File: src/rtl/fib_pkg.sv
// Shared types and default sizes for the Fibonacci sequencer slice.
package fib_pkg;

  typedef enum logic [1:0] {IDLE, RUN, DONE} fib_state_t;

  localparam int FIB_WIDTH_DEF = 17;
  localparam int FIB_NW_DEF    = 5;

endpackage

File: src/rtl/fib_core.sv
// Fibonacci stepping datapath: load sets ant/ant2 to 1, step advances one term.
// Optional per-register overflow tracking when FIB_OVF_DETECT_EN is defined.
module fib_core
  import fib_pkg::*;
#(
  parameter int WIDTH = FIB_WIDTH_DEF
) (
  input  logic             clk,
  input  logic             reset,
  input  logic             load,
  input  logic             step,
  output logic [WIDTH-1:0] ant2,
  output logic             ant2_ovf
);

  logic [WIDTH-1:0] ant_q, ant_d;
  logic [WIDTH-1:0] ant2_q, ant2_d;

`ifdef FIB_OVF_DETECT_EN
  logic             ant_ovf_q, ant_ovf_d;
  logic             ant2_ovf_q, ant2_ovf_d;
  logic [WIDTH:0]   sum;

  always_comb begin
    sum        = {1'b0, ant_q} + {1'b0, ant2_q};
    ant_d      = ant_q;
    ant2_d     = ant2_q;
    ant_ovf_d  = ant_ovf_q;
    ant2_ovf_d = ant2_ovf_q;
    if (load) begin
      ant_d      = WIDTH'(1);
      ant2_d     = WIDTH'(1);
      ant_ovf_d  = 1'b0;
      ant2_ovf_d = 1'b0;
    end else if (step) begin
      ant_d      = sum[WIDTH-1:0];
      ant2_d     = ant_q;
      // ant runs one term ahead, so its flag only reaches ant2 once that term is the result
      ant_ovf_d  = sum[WIDTH] | ant_ovf_q | ant2_ovf_q;
      ant2_ovf_d = ant_ovf_q;
    end
  end

  always_ff @(posedge clk) begin
    if (reset) begin
      ant_ovf_q  <= 1'b0;
      ant2_ovf_q <= 1'b0;
    end else begin
      ant_ovf_q  <= ant_ovf_d;
      ant2_ovf_q <= ant2_ovf_d;
    end
  end

  assign ant2_ovf = ant2_ovf_q;
`else
  always_comb begin
    ant_d  = ant_q;
    ant2_d = ant2_q;
    if (load) begin
      ant_d  = WIDTH'(1);
      ant2_d = WIDTH'(1);
    end else if (step) begin
      ant_d  = ant_q + ant2_q;
      ant2_d = ant_q;
    end
  end

  assign ant2_ovf = 1'b0;
`endif

  always_ff @(posedge clk) begin
    if (reset) begin
      ant_q  <= '0;
      ant2_q <= '0;
    end else begin
      ant_q  <= ant_d;
      ant2_q <= ant2_d;
    end
  end

  assign ant2 = ant2_q;

endmodule

File: src/rtl/fib_seq_ctrl.sv
// Request/response controller sequencing fib_core to return F(n) mod 2^WIDTH.
// Define FIB_OVF_DETECT_EN to report results that exceeded WIDTH bits on resp_ovf.
module fib_seq_ctrl
  import fib_pkg::*;
#(
  parameter int WIDTH = FIB_WIDTH_DEF,
  parameter int NW    = FIB_NW_DEF
) (
  input  logic             clk,
  input  logic             reset,
  input  logic             req_valid,
  input  logic [NW-1:0]    req_n,
  output logic             req_ready,
  output logic             resp_valid,
  output logic [WIDTH-1:0] resp_data,
  output logic             resp_ovf,
  input  logic             resp_ready,
  output logic             busy
);

  fib_state_t       state_q, state_d;
  logic [NW-1:0]    cnt_q, cnt_d;
  logic             small_q, small_d;
  logic             small_val_q, small_val_d;
  logic             req_ready_q, req_ready_d;
  logic             resp_valid_q, resp_valid_d;
  logic             busy_q, busy_d;
  logic             core_load;
  logic             core_step;
  logic [WIDTH-1:0] core_ant2;
  logic             core_ant2_ovf;

  fib_core #(
    .WIDTH (WIDTH)
  ) u_core (
    .clk      (clk),
    .reset    (reset),
    .load     (core_load),
    .step     (core_step),
    .ant2     (core_ant2),
    .ant2_ovf (core_ant2_ovf)
  );

  always_comb begin
    state_d     = state_q;
    cnt_d       = cnt_q;
    small_d     = small_q;
    small_val_d = small_val_q;
    core_load   = 1'b0;
    core_step   = 1'b0;
    case (state_q)
      IDLE: begin
        if (req_valid && req_ready_q) begin
          if (req_n < NW'(2)) begin
            // n<=1 bypasses the datapath with a forced result
            small_d     = 1'b1;
            small_val_d = req_n[0];
            state_d     = DONE;
          end else begin
            small_d   = 1'b0;
            core_load = 1'b1;
            cnt_d     = req_n - NW'(1);
            state_d   = RUN;
          end
        end
      end
      RUN: begin
        core_step = 1'b1;
        cnt_d     = cnt_q - NW'(1);
        if (cnt_q == NW'(1)) begin
          state_d = DONE;
        end
      end
      DONE: begin
        if (resp_ready) begin
          state_d = IDLE;
        end
      end
      default: state_d = IDLE;
    endcase
    req_ready_d  = (state_d == IDLE);
    resp_valid_d = (state_d == DONE);
    busy_d       = (state_d != IDLE);
  end

  always_ff @(posedge clk) begin
    if (reset) begin
      state_q      <= IDLE;
      cnt_q        <= '0;
      small_q      <= 1'b0;
      small_val_q  <= 1'b0;
      req_ready_q  <= 1'b1;
      resp_valid_q <= 1'b0;
      busy_q       <= 1'b0;
    end else begin
      state_q      <= state_d;
      cnt_q        <= cnt_d;
      small_q      <= small_d;
      small_val_q  <= small_val_d;
      req_ready_q  <= req_ready_d;
      resp_valid_q <= resp_valid_d;
      busy_q       <= busy_d;
    end
  end

  assign req_ready  = req_ready_q;
  assign resp_valid = resp_valid_q;
  assign busy       = busy_q;
  assign resp_data  = resp_valid_q ? (small_q ? WIDTH'(small_val_q) : core_ant2) : '0;
  assign resp_ovf   = resp_valid_q && !small_q && core_ant2_ovf;

endmodule
File: config.mk
export PLATFORM = sky130hd
export DESIGN_NAME = fib_seq_ctrl
export DESIGN_NICKNAME = d
export VERILOG_FILES = /design/src/rtl/fib_pkg.sv /design/src/rtl/fib_core.sv /design/src/rtl/fib_seq_ctrl.sv
export SDC_FILE = /design/constraint.sdc
export NUM_CORES = 1
export LEC_CHECK = 0
export ABC_CLOCK_PERIOD_IN_PS = 2100
export CORE_MARGIN = 3
export CORE_UTILIZATION = 30
export CTS_BUF_LIST = sky130_fd_sc_hd__clkbuf_8
export CTS_CLUSTER_DIAMETER = 200
export DETAILED_ROUTE_END_ITERATION = 10
export GPL_TIMING_DRIVEN = 0
export PLACE_DENSITY = 0.58
export SLEW_MARGIN = 20
export SYNTH_ARGS = -nofsm -noshare
export SYNTH_HDL_FRONTEND = slang
export SYNTH_HIERARCHICAL = 1
export SYNTH_SLANG_ARGS = --single-unit
File: constraint.sdc
create_clock -name clk -period 2.1 [get_ports clk]
set_input_delay 0.315 -clock clk [delete_from_list [all_inputs] [get_ports clk]]
set_output_delay 0.315 -clock clk [all_outputs]
set_load 0.01 [all_outputs]
==> impl_metrics.toml, run 1 <==
[run_status]
status = "finished, violations left"
violations = "negative setup slack"

[run]
drv_cap = 0

[timing]
slew_viol_final = 0
setup_viol = 4
fin_skew_ps = 11.38
hold_viol_final = 0
max_freq_ghz = 0.4411
rsz0062_at_grt = "true"
period_minus_slack_ps = 2267
finalCritPeriodShare = 1.079
fin_ws_ps = -166.8

[cells_and_area]
n_fill_cell = 861
fin_util = 0.4212
antenna_cells = 0
syn2layout_area_growth_pct = 33.56
drive_gt1_frac = 0.2372
final_nets = 399

[die]
die_w_um = 102.7
dieArea_um2 = 10540
die_y_um = 102.7
core_um2 = 8891
io_pins = 30
start_util = 0.3154
rows = 34

[critical_path]
worstPathRequired_ps = 2320
path_common_cell = "mux2i_1"
path_class = "reg -> reg"
worstPathCellList = "ha_4 > fa_2 > a21o_1 > a221oi_4 > o21bai_2 > a31oi_2 > mux2i_1 > mux2i_1"
reg2reg_from = "u_core/ant2[0]"
slowest_stage = "dfxtp_2"
worstSetupEndpointType = "flop"
crit_fanout = 3
slowest_delay_ps = 350
critPathLaunchType = "flop"
crit_start = "u_core/ant2[0]"
worstPathArrival_ps = 2490

[pwr]
comb_power_share = 0.223
power_density_nw_per_um2 = 553.4
switchingPower_w = 0.0006039
p_clk_frac = 0.316
switching_share = 0.2914
p_int_w = 0.001469
p_leak_nw = 1.630
ir_drop_mv = 0.3058
pwr-share-seq = 0.460

[route]
route.met3.wl_um = 265
drtIter0Drc = 89
viasPerCell = 5.109
routed-wl-met2_um = 3405
num_vias = 2447
dr.pass1.iters = 4
wl_per_cell_um = 14.71
ant_nets = 0
drc = 0
wl_met1_um = 3358
wirelength_um = 7047
highest_layer = "met4"

[synthesis]
yosys.area.top_type = "dfxtp_1"
ys_top_cells_by_area = "dfxtp_1 33%, mux2i_1 10%, ha_1 8.5%, and2_1 4.5%, nor2_1 4.0%"
yosysMostFrequentCell = "dfxtp_1"
synthArstFlopShare = 0
synth_top_area_share = 0.3284
ys_seq_elements = 46
synth-edff-count = 0
synth_cells = 317
postSynthAreaPerCell_um2 = 8.845
ys_top_cells_by_count = "46 x dfxtp_1, 30 x nor2_1, 28 x mux2i_1"
yosysUniqueCellTypes = 55
synth_ff_type = "dfxtp_1"
yosys_warnings = 6
synth.yosys.seq_area_share = 0.3284
synth_nets = 346
synth_area_um2 = 2804

[clock_network]
clkLatencyLatePin_ps = 300
cts_tree = "done"
ctsHoldBuffers = 0
numClockSinks = 46
clockRootBuffer = "clkbuf_8"
h-tree-depth = 2
clk_path_buf_depth = 2
cts.clk_slew.worst_paths_ps = 90
cts_buffers = 5

[grt]
grt_pass1_wl_um = 11450
track_usage = 0.1354
grt_max_degree = 15
overflow = 0
antenna_found_initial = 0
grt_pass1_vias = 2328

[placement]
finalWeightedCongestion = 0.8600
port_buffers = 28
dp.final_hpwl_um = 4693
dpl_worst_slack_ps = -1008

[hold_path]
hp-class = "reg -> reg"
min-delay-start = "u_core/ant_q[16]"
-- kinds of logic (layout without fill, tap and decap cells) --
logic type               after synthesis  after routing  share of synthesized area
AO/OA/AOI/OAI                         62             62                     0.1647
buffers and inverters                 25             78                    0.03659
AND/OR/NAND/NOR                      122            123                     0.2356
multiplexers                          29             29                     0.1040
adder cells (fa/ha/maj)               20             20                    0.09192
XOR/XNOR                              12             12                    0.03748
flip-flops                            46             46                     0.3284
other                                  1              1                   0.001337
-- sequential cells by signal (all words and copies together), names as in the netlist --
register / count
cnt_q: 5
u_core/ant2: 17
u_core/ant_q: 17
small_val_q: 1
resp_valid: 1
busy: 1
small_q: 1
req_ready: 1
state_q: 2
-- power groups by stage --
stage / clock network, W / registers, W / logic, W
after floorplan: 0 / 0.000968 / 0.000285
after global placement: 0 / 0.000971 / 0.000407
after detailed placement: 0 / 0.000973 / 0.000413
after CTS: 0.000675 / 0.000956 / 0.000446
after global routing: 0.000721 / 0.000962 / 0.000506
final: 0.000655 / 0.000954 / 0.000463
-- critical path: cells and delay by family, from the launching register on --
family | cells | cell delay, ps
DFF | 1 | 350
AOI/OAI and AO/OA | 4 | 910
muxes | 2 | 420
adders and majority gates | 2 | 510
-- stage by stage --
step	std cells	power [W]	hold WS [ps]	cell area, um^2	TNS (ps)
after detailed placement	453	0.001386	467.2	3256	-28760
after global routing	479	0.002189	501.1	3745	-770.2
final	479	0.002072	481.0	3745	-409.8
after floorplan	317	0.001253	385.2	2840	-44.62
after CTS	472	0.002078	479.2	3566	-275.5
after global placement	453	0.001379	457.7	3256	-27820
-- cell usage in the layout, fill, tap and decap left out, drive strengths merged, types with 2 or more instances in the layout --
| cell type | instances |
|---|---|
| clkbuf | 12 |
| inv | 9 |
| buf | 26 |
| o21ai | 8 |
| ha | 19 |
| a32o | 2 |
| nand2 | 15 |
| dlymetal6s2s | 3 |
| o21a | 2 |
| xnor2 | 6 |
| a41oi | 2 |
| or2 | 2 |
| nor3b | 3 |
| xor2 | 6 |
| nand3 | 14 |
| a211oi | 4 |
| a21oi | 13 |
| clkdlybuf4s50 | 21 |
| a211o | 2 |
| nor4 | 3 |
| clkinv | 2 |
| nor2b | 10 |
| dfxtp | 46 |
| and2 | 20 |
| nor2 | 30 |
| and3 | 5 |
| nor3 | 10 |
| a21o | 10 |
| mux2i | 28 |
| a311o | 2 |
| or3 | 3 |
| nand2b | 3 |
| o22ai | 2 |
| dlygate4sd2 | 4 |
| a221oi | 3 |
| a31oi | 6 |
| and4 | 2 |
-- per-layer routing --
metal	up-vias	track usage
met4	0	0.02523
li1	1255	-
met5	-	0
met2	55	0.2259
met1	1135	0.1838
met3	2	0.02503
-- layout make-up --
type | instances | area [um^2] | area share
inverter | 9 | 36.28 | 0.009689
clock buffer | 5 | 68.82 | 0.01838
multi-input combinational | 247 | 1977 | 0.5279
timing repair buffer | 49 | 457.9 | 0.1223
clock inverter | 3 | 40.04 | 0.01069
tap | 108 | 135.1 | 0.03608
sequential | 46 | 954.7 | 0.2549
buffer | 12 | 75.07 | 0.02005
-- path summary, 6_finish.rpt --
check / to / slack, ps / cells past startpoint
worst max-delay path: u_core/ant_q[16] / -170 / 8
worst min-delay path: u_core/ant_q[16] / 480 / 2
worst max register to register: u_core/ant_q[16] / -170 / 8
worst min register to register: u_core/ant_q[16] / 480 / 2
-- timing repair --
item	in CTS	in global routing
pin swaps	14	18
setup endpoints to repair	50	16
hold endpoints to repair	0	0
gates cloned	2	0
setup buffers	11	10
gates resized for setup	36	37
(Power assumes the default switching activity.)
==> run 2: changes to the inputs <==
SLEW_MARGIN = default   (was 20)
==> results of run 2 <==
Same layout as run 1: the final DEF is identical, and so are final timing and power.
==> run 3: changes to the inputs <==
ABC_AREA = 0   (was default)
ABC_CLOCK_PERIOD_IN_PS = default   (was 2100)
GPL_TIMING_DRIVEN = default   (was 0)
==> run 3 against run 2 <==
  * The flow still finishes with violations (negative setup slack)
  * Clock power is 11% lower
  * Die area stayed put
  * Critical path depth stayed put
  * First-iteration DRC count is 3.4% higher
  * Utilization is 0.31 points lower
  * Global-route usage is 0.67 points lower
  * Setup slack better by 90 ps
  * Combinational power hardly changed
  * Sequential cell count stayed put
  * Total power is 3.2% lower
  * Non-clock buffer count is 9 higher
  * Largest power group unchanged
  * Highest routed layer unchanged
==> impl_metrics.toml, run 3 (synthesis results as in run 1) <==
[clock_network]
clockRootBuffer = "clkbuf_8"
ctsHoldBuffers = 0
clkLatencyLatePin_ps = 310
clk_path_buf_depth = 2
cts_tree = "done"
cts_buffers = 5
cts.clk_slew.worst_paths_ps = 90
numClockSinks = 46
h-tree-depth = 2

[route]
dr.pass1.iters = 4
num_vias = 2448
wl_per_cell_um = 13.64
ant_nets = 0
viasPerCell = 5.027
drtIter0Drc = 92
wirelength_um = 6641
drc = 0

[timing]
slew_viol_final = 0
period_minus_slack_ps = 2177
finalCritPeriodShare = 1.037
rsz0062_at_grt = "true"
hold_viol_final = 0
max_freq_ghz = 0.4594
fin_ws_ps = -76.86
setup_viol = 2
fin_skew_ps = 9.899

[critical_path]
crit_fanout = 3
worstPathArrival_ps = 2420
slowest_delay_ps = 360
worstPathCellList = "ha_4 > fa_2 > a21o_1 > a221oi_4 > o21bai_1 > a31oi_1 > mux2i_1 > mux2i_1"
worstSetupEndpointType = "flop"
worstPathRequired_ps = 2340
path_common_cell = "mux2i_1"
critPathLaunchType = "flop"
slowest_stage = "fa_2"
path_class = "reg -> reg"

[placement]
dp.final_hpwl_um = 4761
port_buffers = 28
finalWeightedCongestion = 0.8558
dpl_worst_slack_ps = -185.3
place_inst = 475

[die]
dieArea_um2 = 10540
core_um2 = 8891
die_w_um = 102.7
io_pins = 30
die_y_um = 102.7
rows = 34
start_util = 0.3154

[pwr]
switching_share = 0.2988
p_clk_frac = 0.290
power_density_nw_per_um2 = 539.7
switchingPower_w = 0.0005995
comb_power_share = 0.232
pwr-share-seq = 0.478
ir_drop_mv = 0.2745
p_leak_nw = 1.589
p_int_w = 0.001407

[cells_and_area]
final_nets = 407
final_common_cell = "buf_4"
antenna_cells = 0
finalNonFillerCells = 487
fin_util = 0.4181
syn2layout_area_growth_pct = 32.57
most-common-layout-cells = "40 x buf_4, 37 x dfxtp_1, 30 x nor2_1"
drive_gt1_frac = 0.2216

[run]
drv_cap = 0

[run_status]
status = "finished, violations left"
violations = "negative setup slack"

[grt]
grt_pass1_wl_um = 10780
overflow = 0
grt_max_degree = 36
track_usage = 0.1287
grt_pass1_vias = 2294
antenna_found_initial = 0

[hold_path]
hp-class = "reg -> reg"
[run 3: cell count changes in the layout (fill, tap and decap cells not counted), sizes merged]
cell	before	now
clkinvlp	0	1
dlymetal6s2s	3	0
clkbuf	12	6
clkinv	2	1
buf	26	42
nor2b	10	9
bufinv	1	0
dlygate4sd2	4	0
clkdlybuf4s50	21	28
[run 3: power by group through the flow]
stage | Sequential (W) | Combinational (W) | Clock, W
CTS | 0.000960 | 0.000462 | 0.000601
finish | 0.000959 | 0.000465 | 0.000582
floorplan | 0.000968 | 0.000285 | 0
detailed placement | 0.000973 | 0.000457 | 0
global route | 0.000968 | 0.000515 | 0.000632
global placement | 0.000972 | 0.000450 | 0
[run 3: path summary, 6_finish.rpt]
| check | start | to | slack (ps) | cells past startpoint |
|---|---|---|---|---|
| worst max-delay path | u_core/ant2[0] | u_core/ant_q[16] | -80 | 8 |
| worst min register to register | u_core/ant_q[16] | u_core/ant_q[16] | 480 | 2 |
| worst max register to register | u_core/ant2[0] | u_core/ant_q[16] | -80 | 8 |
| worst min-delay path | u_core/ant_q[16] | u_core/ant_q[16] | 480 | 2 |
[run 3: final cells by class]
type / instances / area [um^2]
Inverter: 9 / 33.78
Sequential cell: 46 / 934.6
Timing Repair Buffer: 70 / 611.8
Tap cell: 108 / 135.1
Fill cell: 872 / 5174
Clock buffer: 6 / 82.58
Clock inverter: 2 / 12.51
Multi-Input combinational cell: 246 / 1907
[run 3: metal layers]
layer | vias up | GRT usage | wire length (um)
li1 | 1254 | - | -
met1 | 1139 | 0.1679 | 3123
met2 | 48 | 0.2135 | 3149
met3 | 7 | 0.02503 | 277
met4 | 0 | 0.04137 | 91
met5 | - | 0 | 0
[run 3: per-stage QoR]
step | power (W) | TNS [ps] | hold WS, ps | cell area (um^2)
final | 0.002006 | -132.4 | 482.9 | 3717
after global routing | 0.002116 | -365.3 | 514.5 | 3717
after CTS | 0.002023 | -117.9 | 490.5 | 3656
after detailed placement | 0.001430 | -893.2 | 472.8 | 3485
after global placement | 0.001422 | -510.4 | 467.3 | 3485
after floorplan | 0.001253 | -44.62 | 385.2 | 2840
[run 3: critical path, delay by kind of cell (launching register included)]
family	cells	cell delay, ps
flip-flops	1	350
adder cells (fa/ha/maj)	2	520
AO/OA/AOI/OAI	4	830
multiplexers	2	430
[run 3: what timing repair did]
action                                  4_1_cts  5_1_grt
cloned                                        0        1
endpoints found under the setup margin        4       24
hold endpoints to repair                      0        0
setup buffers                                 3        0
resized for setup                            10       18
pin swaps                                     3        3
